<file path="config.mk">
export PLATFORM = sky130hd
export DESIGN_NAME = raster_prim_fetch
export DESIGN_NICKNAME = d
export VERILOG_FILES = /design/src/rtl/raster_types_pkg.sv /design/src/rtl/raster_rsp_buf.sv /design/src/rtl/raster_prim_fetch.sv
export SDC_FILE = /design/constraint.sdc
export NUM_CORES = 2
export LEC_CHECK = 0
export ABC_CLOCK_PERIOD_IN_PS = 9400
export BUFFER_PORTS_ARGS = -buffer_cell sky130_fd_sc_hd__buf_2
export CAP_MARGIN = 30
export CORE_MARGIN = 2
export CORE_UTILIZATION = 55
export DETAILED_ROUTE_END_ITERATION = 7
export HOLD_SLACK_MARGIN = 0.03
export PLACE_DENSITY = 0.74
export SLEW_MARGIN = 0
export SYNTH_ARGS = -nofsm -noshare
export SYNTH_HDL_FRONTEND = slang
export SYNTH_SLANG_ARGS = --single-unit
</file>
<file path="constraint.sdc">
create_clock -name clk -period 9.4 [get_ports clk]
set_input_delay 0.94 -clock clk [delete_from_list [all_inputs] [get_ports clk]]
set_output_delay 0.94 -clock clk [all_outputs]
set_load 0.02 [all_outputs]
</file>
<file path="src/rtl/raster_types_pkg.sv">
// Shared types for the raster pipeline front end: CSR job descriptor,
// per-primitive record and the primitive-fetch FSM encoding.
package raster_types;

  localparam int RASTER_CSR_DATA_BITS = 32;
  localparam int RASTER_TILE_BITS     = 16;
  localparam int RASTER_PIDX_BYTES    = 4;

  typedef struct packed {
    logic [RASTER_CSR_DATA_BITS-1:0] pidx_addr;
    logic [RASTER_CSR_DATA_BITS-1:0] pidx_size;
    logic [RASTER_CSR_DATA_BITS-1:0] pbuf_addr;
    logic [RASTER_CSR_DATA_BITS-1:0] pbuf_stride;
    logic [RASTER_TILE_BITS-1:0]     tile_left;
    logic [RASTER_TILE_BITS-1:0]     tile_top;
    logic [RASTER_TILE_BITS-1:0]     tile_width;
    logic [RASTER_TILE_BITS-1:0]     tile_height;
  } raster_csrs_t;

  typedef struct packed {
    logic [RASTER_CSR_DATA_BITS-1:0] prim_addr;
    logic [RASTER_TILE_BITS-1:0]     tile_left;
    logic [RASTER_TILE_BITS-1:0]     tile_top;
    logic [RASTER_TILE_BITS-1:0]     tile_width;
    logic [RASTER_TILE_BITS-1:0]     tile_height;
    logic                            last;
  } raster_prim_t;

  typedef enum logic [1:0] {IDLE, FETCH, DRAIN, DONE} raster_fetch_state_t;

endpackage

</file>
<file path="src/rtl/raster_rsp_buf.sv">
// Synchronous FIFO holding index-read responses until the output slot
// can take them.
module raster_rsp_buf #(
  parameter int DEPTH = 4,
  parameter int WIDTH = 32
) (
  input  logic                     clk,
  input  logic                     reset_n,
  input  logic                     push,
  input  logic [WIDTH-1:0]         push_data,
  input  logic                     pop,
  output logic [WIDTH-1:0]         pop_data,
  output logic                     empty,
  output logic                     full,
  output logic [$clog2(DEPTH):0]   count
);

  localparam int AW = $clog2(DEPTH);

  logic [WIDTH-1:0] mem [DEPTH];
  logic [AW-1:0]    wr_ptr;
  logic [AW-1:0]    rd_ptr;

  // NOTE: storage is deliberately not reset; occupancy is tracked by the
  // pointers and count, so stale words are never observed.
  always_ff @(posedge clk) begin
    if (push) mem[wr_ptr] <= push_data;
  end

  always_ff @(posedge clk) begin
    if (!reset_n) begin
      wr_ptr <= '0;
      rd_ptr <= '0;
      count  <= '0;
    end else begin
      if (push) wr_ptr <= wr_ptr + 1'b1;
      if (pop)  rd_ptr <= rd_ptr + 1'b1;
      case ({push, pop})
        2'b10:   count <= count + 1'b1;
        2'b01:   count <= count - 1'b1;
        default: count <= count;
      endcase
    end
  end

  assign pop_data = mem[rd_ptr];
  assign empty    = (count == '0);
  assign full     = (count == (AW+1)'(DEPTH));

endmodule

</file>
<file path="src/rtl/raster_prim_fetch.sv">
// First raster stage: walks the primitive-index list and emits one tile-tagged
// primitive record per index. Define RASTER_PRIM_FETCH_PERF_EN for stall counters.
module raster_prim_fetch
  import raster_types::*;
#(
  parameter int MAX_OUTSTANDING = 4,
  parameter int CNT_BITS        = 32
) (
  input  logic                            clk,
  input  logic                            reset_n,
  input  logic                            start_valid,
  output logic                            start_ready,
  input  raster_csrs_t                    start_csrs,
  output logic                            mem_req_valid,
  output logic [RASTER_CSR_DATA_BITS-1:0] mem_req_addr,
  input  logic                            mem_req_ready,
  input  logic                            mem_rsp_valid,
  input  logic [31:0]                     mem_rsp_data,
  output logic                            mem_rsp_ready,
  output logic                            prim_valid,
  output raster_prim_t                    prim_data,
  input  logic                            prim_ready,
  output logic                            busy,
  output logic                            done
`ifdef RASTER_PRIM_FETCH_PERF_EN
  ,
  output logic [31:0]                     perf_mem_stall,
  output logic [31:0]                     perf_out_stall
`endif
);

  localparam int CW = $clog2(MAX_OUTSTANDING) + 1;

  raster_fetch_state_t             state;
  raster_csrs_t                    csrs;
  logic [CNT_BITS-1:0]             issued;
  logic [CNT_BITS-1:0]             returned;
  logic [CNT_BITS-1:0]             emitted;
  logic [CNT_BITS-1:0]             size_ext;
  logic [CNT_BITS-1:0]             outstanding;
  logic [CW-1:0]                   buf_count;
  logic                            buf_empty;
  logic                            buf_full;
  logic [31:0]                     buf_head;
  logic [31:0]                     slot_idx;
  logic [RASTER_CSR_DATA_BITS-1:0] prim_offset;
  logic                            req_fire;
  logic                            rsp_accept;
  logic                            slot_free;
  logic                            load_slot;
  logic                            buf_push;
  logic                            buf_pop;
  logic                            last_next;

  assign size_ext = CNT_BITS'(csrs.pidx_size);

  // The output slot counts against credits, so a stalled downstream caps
  // the reads in flight at MAX_OUTSTANDING rather than one more.
  assign outstanding = (issued - returned) + CNT_BITS'(buf_count) + CNT_BITS'(prim_valid);

  assign mem_req_valid = (state == FETCH) && (outstanding < CNT_BITS'(MAX_OUTSTANDING))
                         && (issued < size_ext);
  assign mem_req_addr  = csrs.pidx_addr
                         + RASTER_CSR_DATA_BITS'(issued) * RASTER_CSR_DATA_BITS'(RASTER_PIDX_BYTES);
  assign mem_rsp_ready = 1'b1;
  assign req_fire      = mem_req_valid && mem_req_ready;
  assign rsp_accept    = mem_rsp_valid && ((state == FETCH) || (state == DRAIN));

  // An empty buffer lets a response go straight to the output slot.
  assign slot_free   = !prim_valid || prim_ready;
  assign load_slot   = slot_free && (!buf_empty || rsp_accept);
  assign buf_pop     = slot_free && !buf_empty;
  assign buf_push    = rsp_accept && !(buf_empty && slot_free) && !buf_full;
  assign slot_idx    = buf_empty ? mem_rsp_data : buf_head;
  assign prim_offset = RASTER_CSR_DATA_BITS'(slot_idx * csrs.pbuf_stride);
  assign last_next   = (emitted + CNT_BITS'(prim_valid)) == (size_ext - CNT_BITS'(1));

  raster_rsp_buf #(
    .DEPTH (MAX_OUTSTANDING),
    .WIDTH (32)
  ) u_rsp_buf (
    .clk       (clk),
    .reset_n   (reset_n),
    .push      (buf_push),
    .push_data (mem_rsp_data),
    .pop       (buf_pop),
    .pop_data  (buf_head),
    .empty     (buf_empty),
    .full      (buf_full),
    .count     (buf_count)
  );

  always_ff @(posedge clk) begin
    if (!reset_n) begin
      state      <= IDLE;
      csrs       <= '0;
      issued     <= '0;
      returned   <= '0;
      emitted    <= '0;
      prim_valid <= 1'b0;
      prim_data  <= '0;
      done       <= 1'b0;
    end else begin
      done <= 1'b0;
      if (req_fire)                issued   <= issued + 1'b1;
      if (rsp_accept)              returned <= returned + 1'b1;
      if (prim_valid && prim_ready) emitted <= emitted + 1'b1;

      if (load_slot) begin
        prim_valid <= 1'b1;
        prim_data  <= '{prim_addr:   csrs.pbuf_addr + prim_offset,
                        tile_left:   csrs.tile_left,
                        tile_top:    csrs.tile_top,
                        tile_width:  csrs.tile_width,
                        tile_height: csrs.tile_height,
                        last:        last_next};
      end else if (prim_ready) begin
        prim_valid <= 1'b0;
      end

      case (state)
        IDLE: begin
          if (start_valid) begin
            csrs     <= start_csrs;
            issued   <= '0;
            returned <= '0;
            emitted  <= '0;
            if (start_csrs.pidx_size == '0) begin
              state <= DONE;
              done  <= 1'b1;
            end else begin
              state <= FETCH;
            end
          end
        end
        FETCH: if (req_fire && (issued == size_ext - CNT_BITS'(1))) state <= DRAIN;
        DRAIN: begin
          if (emitted == size_ext) begin
            state <= DONE;
            done  <= 1'b1;
          end
        end
        DONE:    state <= IDLE;
        default: state <= IDLE;
      endcase
    end
  end

  assign start_ready = (state == IDLE);
  assign busy        = (state != IDLE);

`ifdef RASTER_PRIM_FETCH_PERF_EN
  always_ff @(posedge clk) begin
    if (!reset_n) begin
      perf_mem_stall <= '0;
      perf_out_stall <= '0;
    end else begin
      if (mem_req_valid && !mem_req_ready && (perf_mem_stall != '1))
        perf_mem_stall <= perf_mem_stall + 1'b1;
      if (prim_valid && !prim_ready && (perf_out_stall != '1))
        perf_out_stall <= perf_out_stall + 1'b1;
    end
  end
`endif

endmodule
</file>
* Yosys cells after proc, flatten, opt, wreduce, memory -nomap -nowiden *
Memory sizes are Yosys's and may differ from the RTL's. A register that Yosys moved wholly into a read port is not among the register bits.
Index checks and enable logic that the tools add are counted.

word-level totals
  bits in registers = 396
  memory bits (writable) = 128
  input port bits = 230
  output and inout bits = 135
  word-level logic and storage cells = 105
  memories kept = 1

operators by class
  $add $sub $neg = 14
  multiply operators = 1
  magnitude comparators = 2
  equality and inequality tests = 12
  muxes and demuxes = 26
  reduce and logical (&&, ||, !) cells = 26

memories
  name           depth  width  read ports  clocked after Yosys merged registers in  wr ports  RTL line              source
  u_rsp_buf.mem  4      32     1           1                                        1         raster_rsp_buf.sv:20  logic [WIDTH-1:0] mem [DEPTH];

operators with widths
  kind                                                                   count
  32-bit two-way mux                                                     10
  32-bit by 1-bit adder with 32-bit output, second input constant        3
  32-bit == test                                                         3
  32-bit by 1-bit adder with 32-bit output                               2
  32-bit adder                                                           2
  32-bit by 3-bit adder with 32-bit output                               1
  32-bit zero test                                                       1
  32-bit by 3-bit < comparator with 1-bit output, second input constant  1
  32-bit < comparator                                                    1
  32-bit by 32-bit multiplier with 32-bit output                         1
  32-bit by 1-bit subtractor with 32-bit output, second input constant   1
  32-bit subtractor                                                      1
  2-bit two-way mux                                                      6
  1-bit logical AND                                                      11
  2-bit one-hot mux with 4 select lines                                  1
  1-bit two-way mux                                                      7
  2-bit == test, second input constant                                   3
  3-bit one-hot mux with 2 select lines                                  1
  2-bit nonzero test                                                     3
  2-bit by 1-bit adder with 2-bit output, second input constant          2
  2-bit by 1-bit == test with 1-bit output, second input constant        2
  1-bit zero test                                                        4
  2-bit by 1-bit != test with 1-bit output, second input constant        2
  3-bit by 1-bit adder with 3-bit output, second input constant          1
  9 further kinds                                                        11

* Longest topological paths before layout *
  word-level depth = 10
  mapped depth = 34
  gate-level depth less buffers = 30

* Hierarchy *
A second synthesis with hierarchy kept.

unflattened totals
  cell total of the unflattened synthesis = 4908
  area total of the unflattened synthesis = 43483.0 µm²

by module, submodules not included
  module             times used  cells an instance  area an instance (µm²)  sequential area each (µm²)
  raster_prim_fetch  1           4695               38374.3                 7787.5
  raster_rsp_buf     1           213                5108.6                  4023.9

* Worst setup path before layout *
OpenSTA, ideal clock, no wires.

  path kind = register to register
  start point = register with a tool-made name
  end point = register prim_data[95] (netlist name)
  setup time = 0.122 ns
  arrival = 8.244 ns
  required time = 9.278 ns
  slack = 1.033 ns
  cell stages (with the launch flop) = 34
  buffers on the path = 4
  period minus slack after synthesis = 8.367 ns
  cell sequence = dfxtp_1 > clkbuf_1 > buf_1 > mux4_2 > mux2_2 > clkbuf_1 > clkbuf_1 > and2_1 > fa_1 > inv_1 > fa_1 > inv_1 > fa_1 > inv_1 > fa_1 > inv_1 > fa_1 > ha_1 > fa_1 > inv_1 > fa_1 > inv_1 > ha_1 > a21oi_1 > o21bai_1 > a21o_1 > a21oi_1 > a21boi_0 > o31ai_1 > a21oi_1 > a211oi_1 > a21oi_1 > xnor2_1 > o21ai_0

RTL lines
  what                  RTL line                  source
  end signal, assigned  raster_prim_fetch.sv:111  prim_data <= '{prim_addr: csrs.pbuf_addr + prim_offset,
  end, declared         raster_prim_fetch.sv:21   output raster_prim_t prim_data,

==> metrics <==
Max stage delay on crit path 530 ps; final worst-path cycle share 91.1%; final worst path period need 8560 ps; hold depth 2; Yosys cell types 86; DIE AREA 0.0814 mm2; Vias/cell 5.61; H-tree level count 2; worst hold path type reg -> reg; CTS tree done; Cell Area, Synth 0.0435 mm2; Critical Path AT 9110 ps; share of layout cells above drive strength 1 11.8%; Std-Cell Rows 103; routability cong. 0.966; Critical Path End Type flip-flop; CP Buf/Inv Count 5; Setup CP Type reg -> reg; #FFs+latches synth 526; vias in the first global route 35600; Syn-to-layout area delta 10.6%; worst skew pair latency 660 ps; GRT Util Overall 30.4%; Hold Buf Count CTS 0; drt wl/cell 19.6 um; Post-DRT Antenna Nets 0; Core Box Area 0.0786 mm2; Gates resized, CTS repair 0; RSZ-0062 raised after global routing no; CTS root buf clkbuf_16; clock buffer depth 3; ys async rst share 0%; 1st-iter DRT viols 2770; NumNets Final 6104; Syn Area/Cell 8.78 um2; DIE WIDTH 285 um; run status finished, final reports clean; Buffers on Ports 363; total routed wirelength 124 mm; Syn Nets 5890; I/O pins 365; first-pass GRT wire length 195 mm; Worst path depth 28; Clock transition at path regs 70 ps; Reg2Reg Depth 28; Worst-Margin Slew 1060 ps; Max-cap violations 0; Crit path required time 9950 ps; GR Overflow Total 0; final setup fails 0; Syn. warnings 0; CTS sink cnt 526; fmax 117 MHz; CP max-delay cell fa_1; Post-CTS Setup Bufs 0; CP most frequent cell fa_1; DR vias 35300; Critical Path Start Type flip-flop; Fin. Hold Viols 0; pin count of the biggest net entering global routing 155; Residual DRC 0; Post-synth EDFFs 128; Worst slew margin 29.6%; pins over their slew limit 0; Synth Flop Type dfxtp_1; TritonRoute pass-1 iters 7; Starting Density 55.4%; CTS buffer count 56; clk_skew 40.2 ps; Die H 285 um; Seq/Total Area, Yosys 27.1%; crit-path leading delay family adder cells; setup TNS 0 ps; Post-Synthesis Cells 4959; dpl hpwl 96.0 mm; antenna violations before repair 18; worst-path fanout max 16
==> through the flow <==
stage               hold slack (ps)  worst slack [ps]  utilization [%]  area, um2  cells
finish                          448               841             61.3      48200   6288
global route                    464               454             61.3      48200   6288
CTS                             451               874             61.2      48100   6271
detailed placement              441               899             58.7      46200   6165
global placement                437              1070             58.7      46100   6164
floorplan                       432              1030                -      43500   4959
==> logic make-up after synthesis <==
kind of cell / count (synthesis) / share of synthesized area (%)
simple gates: 1851 / 19.9
xor+xnor: 311 / 6.29
buf+inv: 851 / 7.39
fa+ha+maj: 701 / 27.8
other cells: 1 / 0.00862
flops: 526 / 27.1
compound gates: 626 / 8.44
mux: 92 / 3.11
==> cells in the mapped netlist, drive strengths merged (7+ instances only) <==
master | count | area share (%)
o21ai | 65 | 0.76
nor3b | 7 | 0.12
a21oi | 388 | 4.5
edfxtp | 128 | 8.8
mux4 | 32 | 1.7
and2 | 286 | 4.1
xnor2 | 228 | 4.6
or4 | 7 | 0.12
nand4 | 57 | 0.82
nand3 | 85 | 0.98
o21bai | 13 | 0.22
mux2i | 35 | 0.80
a211o | 9 | 0.18
ha | 259 | 7.4
nor4 | 40 | 0.67
dfxtp | 398 | 18
a31oi | 8 | 0.11
inv | 582 | 5.0
a21o | 25 | 0.43
nor3 | 80 | 0.93
and3 | 25 | 0.36
nand2b | 16 | 0.23
buf | 16 | 0.19
o2111ai | 8 | 0.16
xor2 | 82 | 1.6
or3 | 56 | 0.80
mux2 | 25 | 0.65
o31ai | 8 | 0.14
o211ai | 12 | 0.21
nor2b | 15 | 0.22
or2 | 12 | 0.17
nand2 | 992 | 8.6
clkbuf | 252 | 2.2
o21a | 21 | 0.36
nor2 | 150 | 1.3
a211oi | 19 | 0.34
fa | 442 | 20
==> cell type report <==
type,count,area [um2]
tap,1050,1310
sequential,526,11800
fill,6860,30500
multi-input combinational,3582,28500
timing repair buffer,424,2290
clock inverter,30,362
inverter,583,2200
clock buffer,76,1610
antenna,17,42.5
==> path summary, 6_finish.rpt <==
check	startpoint	slack, ps	to
setup / recovery	flip-flop	840	prim_data[96]$_SDFFE_PN0P_
hold / removal	csrs[21]$_SDFFE_PN0P_	450	prim_data[22]$_SDFFE_PN0P_
setup reg to reg	flip-flop	840	prim_data[96]$_SDFFE_PN0P_
hold reg to reg	csrs[21]$_SDFFE_PN0P_	450	prim_data[22]$_SDFFE_PN0P_
==> worst reg2reg max path, delay by kind of cell (launching register included) <==
family / cells / cell delay, ps
muxes: 2 / 950
xor gates and xnor gates: 1 / 90
adders and majority gates: 9 / 4070
DFF: 1 / 480
AOI/OAI and AO/OA: 6 / 1710
buffers and inverters: 5 / 480
and+or+nand+nor: 5 / 690
==> cell usage in the layout (no fill, tap or decap), types with 15 or more instances in the layout <==
cell | synthesis | final
ha_1 | 259 | 259
buf_4 | 3 | 60
mux2i_1 | 35 | 35
mux4_2 | 32 | 32
nand3_1 | 85 | 85
nand2b_1 | 16 | 16
dfxtp_1 | 398 | 397
edfxtp_1 | 128 | 128
inv_1 | 582 | 582
and3_1 | 25 | 25
nor4_1 | 36 | 36
nand2_1 | 992 | 990
xor2_1 | 82 | 82
a211oi_1 | 18 | 18
xnor2_1 | 228 | 228
nor3_1 | 79 | 79
nand4_1 | 57 | 57
buf_2 | 3 | 363
mux2_2 | 25 | 25
a21oi_1 | 388 | 387
clkbuf_16 | 0 | 56
diode_2 | 0 | 17
or3_1 | 56 | 56
fa_1 | 442 | 442
and2_1 | 284 | 284
o21a_1 | 21 | 21
nor2_1 | 150 | 150
nor2b_1 | 15 | 15
o21ai_0 | 62 | 62
a21o_1 | 25 | 25
==> state kept, by name, summed over array words and instances, names as in the netlist, 3 cells and up, named ones only <==
register and count:
issued 32, size_ext 32, returned 32, csrs 160, u_rsp_buf.count 3, emitted 32
prim_data 97, u_rsp_buf.mem 128
==> routing by layer <==
layer	wire length [um]	track usage, %
met5	11	0
met4	5710	13.4
met3	10700	6.74
met2	57700	49.3
met1	49500	39.2
Power is not shown: default switching activity piles up to over one toggle a cycle in this logic, so the estimate is an artifact.
